<file path="config.mk">
export PLATFORM = sky130hd
export DESIGN_NAME = int_ctrl
export DESIGN_NICKNAME = d
export VERILOG_FILES = /design/src/rtl/int_ctrl.sv
export SDC_FILE = /design/constraint.sdc
export NUM_CORES = 1
export LEC_CHECK = 0
export CAP_MARGIN = 20
export CORE_MARGIN = 4
export CORE_UTILIZATION = 39
export CTS_CLUSTER_DIAMETER = 60
export DETAILED_ROUTE_END_ITERATION = 10
export PLACE_DENSITY = 0.84
export SYNTH_ARGS = -nofsm -noshare
export SYNTH_HDL_FRONTEND = slang
export SYNTH_SLANG_ARGS = --single-unit
</file>
<file path="constraint.sdc">
create_clock -name clk -period 3.2 [get_ports clk]
set_input_delay 0.32 -clock clk [delete_from_list [all_inputs] [get_ports clk]]
set_output_delay 0.32 -clock clk [all_outputs]
set_load 0.05 [all_outputs]
</file>
<file path="src/rtl/int_ctrl.sv">
// Edge-triggered, maskable, non-nesting interrupt controller with fixed lowest-index priority.
// Optional feature: define INTC_SYNC_EN to add a two-flop synchronizer on irq_in.
module int_ctrl #(
   parameter int          N_SRC      = 4,
   parameter logic [31:0] VEC_BASE   = 32'h0000_0100,
   parameter logic [31:0] VEC_STRIDE = 32'h0000_0010,
   localparam int         ID_W       = $clog2(N_SRC)
) (
   input  logic             clk,
   input  logic             rst_n,
   input  logic [N_SRC-1:0] irq_in,
   input  logic             mask_we,
   input  logic [N_SRC-1:0] mask_wd,
   output logic [N_SRC-1:0] mask_rd,
   output logic [N_SRC-1:0] pend_rd,
   output logic             irq,
   input  logic             int_ack,
   input  logic             eoi,
   output logic [ID_W-1:0]  int_id,
   output logic [31:0]      int_vec,
   output logic             busy
);

   typedef enum logic [1:0] {
      ST_IDLE    = 2'd0,
      ST_REQ     = 2'd1,
      ST_SERVICE = 2'd2
   } state_e;

   state_e             state_q, state_d;
   logic [N_SRC-1:0]   pend_q, pend_d;
   logic [N_SRC-1:0]   mask_q, mask_d;
   logic [N_SRC-1:0]   prev_q, prev_d;
   logic [ID_W-1:0]    int_id_q, int_id_d;
   logic               irq_q, irq_d;
   logic [N_SRC-1:0]   irq_s;
   logic [N_SRC-1:0]   rise;
   logic [N_SRC-1:0]   ack_clr;
   logic [N_SRC-1:0]   pm;
   logic [ID_W-1:0]    win_id;

`ifdef INTC_SYNC_EN
   logic [N_SRC-1:0]   sync1_q, sync2_q;

   always_ff @(posedge clk or negedge rst_n) begin
      if (!rst_n) begin
         sync1_q <= '0;
         sync2_q <= '0;
      end else begin
         sync1_q <= irq_in;
         sync2_q <= sync1_q;
      end
   end

   assign irq_s = sync2_q;
`else
   assign irq_s = irq_in;
`endif

   // prev_q resets to 0, so a source already high at reset release counts as an edge.
   assign rise   = irq_s & ~prev_q;
   assign prev_d = irq_s;
   assign pm     = pend_q & mask_q;

   // Lowest set index wins: scan downward so the last hit is the smallest index.
   always_comb begin
      win_id = '0;
      for (int i = N_SRC - 1; i >= 0; i--) begin
         if (pm[i]) win_id = ID_W'(i);
      end
   end

   // NOTE: every always_comb output gets a default first so no path leaves it unassigned (no latch).
   always_comb begin
      state_d  = state_q;
      int_id_d = int_id_q;
      ack_clr  = '0;
      unique case (state_q)
         ST_IDLE: begin
            if (pm != '0) begin
               int_id_d = win_id;
               state_d  = ST_REQ;
            end
         end
         ST_REQ: begin
            if (int_ack) begin
               ack_clr[int_id_q] = 1'b1;
               state_d           = ST_SERVICE;
            end else if (!(pend_q[int_id_q] && mask_q[int_id_q])) begin
               state_d = ST_IDLE;
            end
         end
         ST_SERVICE: begin
            if (eoi) state_d = ST_IDLE;
         end
         default: state_d = ST_IDLE;
      endcase
      irq_d = (state_d == ST_REQ);
   end

   // A new edge beats a same-cycle acknowledge clear.
   assign pend_d = (pend_q & ~ack_clr) | rise;
   assign mask_d = mask_we ? mask_wd : mask_q;

   // NOTE: sequential state uses non-blocking assignments so all flops sample pre-edge values.
   always_ff @(posedge clk or negedge rst_n) begin
      if (!rst_n) begin
         state_q  <= ST_IDLE;
         pend_q   <= '0;
         mask_q   <= '0;
         prev_q   <= '0;
         int_id_q <= '0;
         irq_q    <= 1'b0;
      end else begin
         state_q  <= state_d;
         pend_q   <= pend_d;
         mask_q   <= mask_d;
         prev_q   <= prev_d;
         int_id_q <= int_id_d;
         irq_q    <= irq_d;
      end
   end

   assign mask_rd = mask_q;
   assign pend_rd = pend_q;
   assign irq     = irq_q;
   assign int_id  = int_id_q;
   assign busy    = (state_q == ST_SERVICE);
   assign int_vec = VEC_BASE + (32'(int_id_q) * VEC_STRIDE);

endmodule

</file>
# After elaboration in Yosys (flattened, before gate mapping)
# Cells that the tools add are included.
[word_totals]
reg_bits = 17
inputBits = 13
out_inout_bits = 44
[classes]
add_sub_neg = 1
magnitude_cmp = 2
eq_ne = 3
n_mux = 17
bitwise = 6
n_reduce_logical = 5
[ops]
columns = ["op", "count"]
rows = [
  ["2-bit 2-to-1 mux", 8],
  ["4-bit bitwise AND", 3],
  ["9-bit by 6-bit adder with 10-bit output (first input constant)", 1],
  ["4-bit 2-to-1 mux", 2],
  ["4-bit inverter", 2],
  ["2-bit one-hot mux with 3 select lines", 1],
  ["1-bit binary-select mux with 2-bit select", 2],
  ["2-bit by 1-bit == test with 1-bit output (second input constant)", 2],
  ["4-bit bitwise OR", 1],
  ["4-bit nonzero test", 1],
  ["2-bit by 3-bit < comparator with 1-bit output (second input constant)", 1],
  ["1-bit 2-to-1 mux", 3],
  ["1-bit demux with 2-bit select", 1],
  ["2-bit == test (second input constant)", 1],
  ["2-bit by 1-bit >= comparator with 1-bit output (second input constant)", 1],
  ["1-bit logical AND", 2],
  ["2-bit logical NOT", 1],
  ["2-bit AND reduction", 1],
]

# Logic depth before layout (Yosys ltp)
[logic_depth]
ltp_word = 9
ltp_mapped = 4
depth_no_buf = 4

# Worst setup path after synthesis
# Ideal clock, no wire load.
[synth_path]
path_kind = "register to register"
from = "register int_id_q[1] (netlist: int_id[1])"
to = "register irq_q (netlist: irq)"
setup_ps = 110
t_arrival_ps = 1517
t_required_ps = 3090
path_slack_ps = 1573
stages_incl_launch_ff = 3
n_path_buf = 0
synth_period_minus_slack_ps = 1627
path_cell_list = "dfrtp_1 -> mux4_2 -> o41ai_1"
[synth_between]
elab_chain_len = 7
elab_cells_between_ends = 9
cone_classes = "1 x eq/ne; 7 x mux; 1 x reduce/logical"
[synth_rtl]
columns = ["element", "line", "rtl"]
rows = [
  ["start: declaration", "34", "logic [ID_W-1:0] int_id_q, int_id_d;"],
  ["start signal: assignment", "119", "int_id_q <= int_id_d;"],
  ["1-bit binary-select mux with 2-bit select", "89", "end else if (!(pend_q[int_id_q] && mask_q[int_id_q])) begin"],
  ["1-bit 2-to-1 mux (not written as such)", "89", ""],
  ["1-bit logical AND (*)", "89", ""],
  ["2-bit 2-to-1 mux (*)", "89", ""],
  ["2-bit 2-to-1 mux (*)", "86", "if (int_ack) begin"],
  ["2-bit one-hot mux with 3 select lines (*)", "78", "unique case (state_q)"],
  ["2-bit by 1-bit == test with 1-bit output (*)", "98", "irq_d = (state_d == ST_REQ);"],
  ["net irq_d", "35", "logic irq_q, irq_d;"],
  ["end signal: assignment", "120", "irq_q <= irq_d;"],
  ["end: declaration", "35", ""],
]
# Mark *: on every way through the listed nets, which the timed path passes. The rest lies on a longest branch. The select of a mux whose other input is x is not followed.
# A chain may end at the register's enable or synchronous reset.

# Final worst setup path
[layout_path]
from = "register state_q[0]"
to = "output busy"
[layout_between]
elab_chain_len = 1
[layout_rtl]
columns = ["element", "line", "rtl"]
rows = [
  ["start: declaration", "30", "state_e state_q, state_d;"],
  ["start signal: assignment", "115", "state_q <= state_d;"],
  ["2-bit == test", "128", "assign busy = (state_q == ST_SERVICE);"],
  ["end: declaration", "21", "output logic busy"],
]
# Every way passes these cells.

==> results.cfg <==
[outcome]
status = finished clean

[critical_path]
ff2ff_path_depth = 2
worstSetupEndpointType = output port
r2r-start = int_id[1]$_DFFE_PN0P_
rrSetupSlack_ps = 1770
arrival_ps = 1710
crit_end = busy
crit_fanout = 4
criticalPathCategory = reg -> out
crit_start = state_q[0]$_DFF_PN0_
r2r_end = state_q[0]$_DFF_PN0_
start_kind = register
required_ps = 2880

[route]
wire_per_inst_microns = 11.2
wirelength_microns = 1630
viasPerCell = 4.23
antenna_left = 0
drc = 0
vias = 617
initialDrtViolationCount = 3
first_pass_iters = 4

[pwr]
switching_share_pct = 51.0
p_comb_share_pct = 56.4
power_leakage_nw = 0.533
clkPwrFrac_pct = 10.9
p_switching_mw = 0.526
power_density_nw_per_um2 = 925
intPower_mw = 0.506
fin_total_pwr_mw = 1.03
seqPwrFrac_pct = 32.7
vdd_drop_max_v = 0.000420

[sta]
hold_viol_final = 0
rsz0062_at_grt = false
finalSetupTns_ps = 0
fin_crit_ps = 2030
tightest_slew_ps = 732
max_slew_margin_pct = 51.0
setup_viol = 0
clock.fmax_mhz = 493
slew_violations = 0
finalCritPeriodShare_pct = 63.4
finClkSkew_ps = 0.645

[min_path]
whs_path_depth = 1
min_path_type = reg -> reg

[synth]
synth_edf_count = 0
ys_warn_count = 0
yosysMostFrequentCell = buf_4
synth_area_sq_um = 930
synthTopCellsByArea = dfrtp_1 46%, buf_4 26%, mux2_2 6.1%
synth_common_cells = 32 x buf_4, 17 x dfrtp_1, 8 x nand2_1
ys_seq_area_share_pct = 45.8
ys_async_sr_fraction_pct = 100
synth_top_area_share_pct = 45.8
avgSynthCellArea_sq_um = 10.1
synth.ff_latch_count = 17
ys_types = 18
yosysTopAreaCell = dfrtp_1
postSynthCellCount = 92
ys.flop_type = dfrtp_1

[clock_network]
cts_sinks = 17
clk_pin_slew_ps = 90
holdBufCountCts = 0
cts_tree = yes
cts-buffers-inserted = 3
cts-resized-gates = 0
h-tree-depth = 1
cts_buffer_depth = 2
cts_root_buffer = clkbuf_4
worst_skew_pair.late_latency_ps = 290
cts_post_setup_buffers_inserted = 0

[placement]
dp_hpwl_microns = 1350
placed_area_sq_um = 1090
gp_congestion = 0.724
portBuffers = 26

[final_layout]
design_area_sq_um = 1120
syn_to_final_growth_pct = 20.1
drive_above_1_share_pct = 8.47
nFillCells = 209
antenna_cells = 0
nets = 132

[global_route]
antenna_found_initial = 0
grt_pass1_wl_microns = 2510
grt_max_degree = 18
grt_use_total_pct = 10.2
grt_pass1_vias = 570
grt-ovfl-total = 0

[die]
num_rows = 17
io_pins = 57
start_util_pct = 41.6
die_area_sq_um = 3230
core_sq_um = 2230
die_w_microns = 56.8
die_y_microns = 56.8

[run]
cap_violations = 0
## cell families after synthesis
| logic type | synth area share (%) |
|---|---|
| AO/OA/AOI/OAI | 9.15 |
| buffers and inverters | 28.7 |
| AND/OR/NAND/NOR | 7.13 |
| other | 0.808 |
| multiplexers | 8.48 |
| flip-flops | 45.8 |
## worst min path at each step
stage                        startpoint  slack [ps]                    end
detailed placement  prev_q[3]$_DFF_PN0_         410   pend_rd[3]$_DFF_PN0_
global placement    prev_q[3]$_DFF_PN0_         400   pend_rd[3]$_DFF_PN0_
CTS                 prev_q[3]$_DFF_PN0_         430   pend_rd[3]$_DFF_PN0_
finish              prev_q[3]$_DFF_PN0_         420   pend_rd[3]$_DFF_PN0_
floorplan                         rst_n          20  int_id[0]$_DFFE_PN0P_
global route        prev_q[3]$_DFF_PN0_         450   pend_rd[3]$_DFF_PN0_
## layout by cell type (no fill, tap or decap)
master | Yosys | final
o21ai_0 | 6 | 6
clkbuf_1 | 0 | 1
nand2_1 | 8 | 8
clkdlybuf4s50_1 | 0 | 26
clkbuf_4 | 0 | 3
mux2_2 | 5 | 5
dfrtp_1 | 17 | 17
o41ai_1 | 2 | 2
nand2_2 | 1 | 1
a21oi_1 | 2 | 2
nand3_1 | 2 | 2
o31ai_1 | 2 | 2
and3b_1 | 1 | 1
nor2_1 | 1 | 1
mux4_2 | 1 | 1
inv_1 | 7 | 7
conb_1 | 2 | 30
nand3b_1 | 1 | 1
a21boi_0 | 1 | 1
o21ai_1 | 1 | 1
## registers in the layout (all words and copies together), names as in the netlist
register  count
mask_rd       4
pend_rd       4
prev_q        4
int_id        2
state_q       2
irq           1
## power by group through the flow
| stage | Combinational [mW] | Sequential [mW] | Clock [mW] |
|---|---|---|---|
| floorplan | 0.312 | 0.483 | 0 |
| global placement | 0.579 | 0.339 | 0 |
| detailed placement | 0.584 | 0.343 | 0 |
| CTS | 0.586 | 0.339 | 0.118 |
| global route | 0.618 | 0.348 | 0.130 |
| finish | 0.582 | 0.338 | 0.113 |
## cell type report
type | instances | area [sq um] | share of cell area [%]
well taps | 28 | 35.0 | 3.14
multi-input cells | 64 | 343 | 30.7
repair buffers | 26 | 260 | 23.3
flip-flops and latches | 17 | 425 | 38.1
inverters | 7 | 26.3 | 2.35
clock buffers | 4 | 26.3 | 2.35
## worst max-delay path, cell delays in order (launching register included)
cell	delay, ps
dfrtp_1	410
inv_1	100
nand2_1	70
inv_1	50
clkdlybuf4s50_1	790
## per-layer routing
metal	up-vias	global-route usage (%)	share of wire, %
met4	0	4.97	1.6
met2	47	15.0	42
met1	275	12.2	39
li1	292	-	-
met3	3	5.29	17
met5	-	0	0
## metrics by stage
step,hold slack (ps),utilization (%),setup slack [ps],instances
finish,421,50.0,1170,146
global route,454,50.0,1060,146
CTS,425,50.0,1160,146
detailed placement,412,48.8,1480,142
global placement,401,48.8,1510,142
floorplan,24.4,-,1570,120
Note: power is estimated with default switching activity, not from simulation.
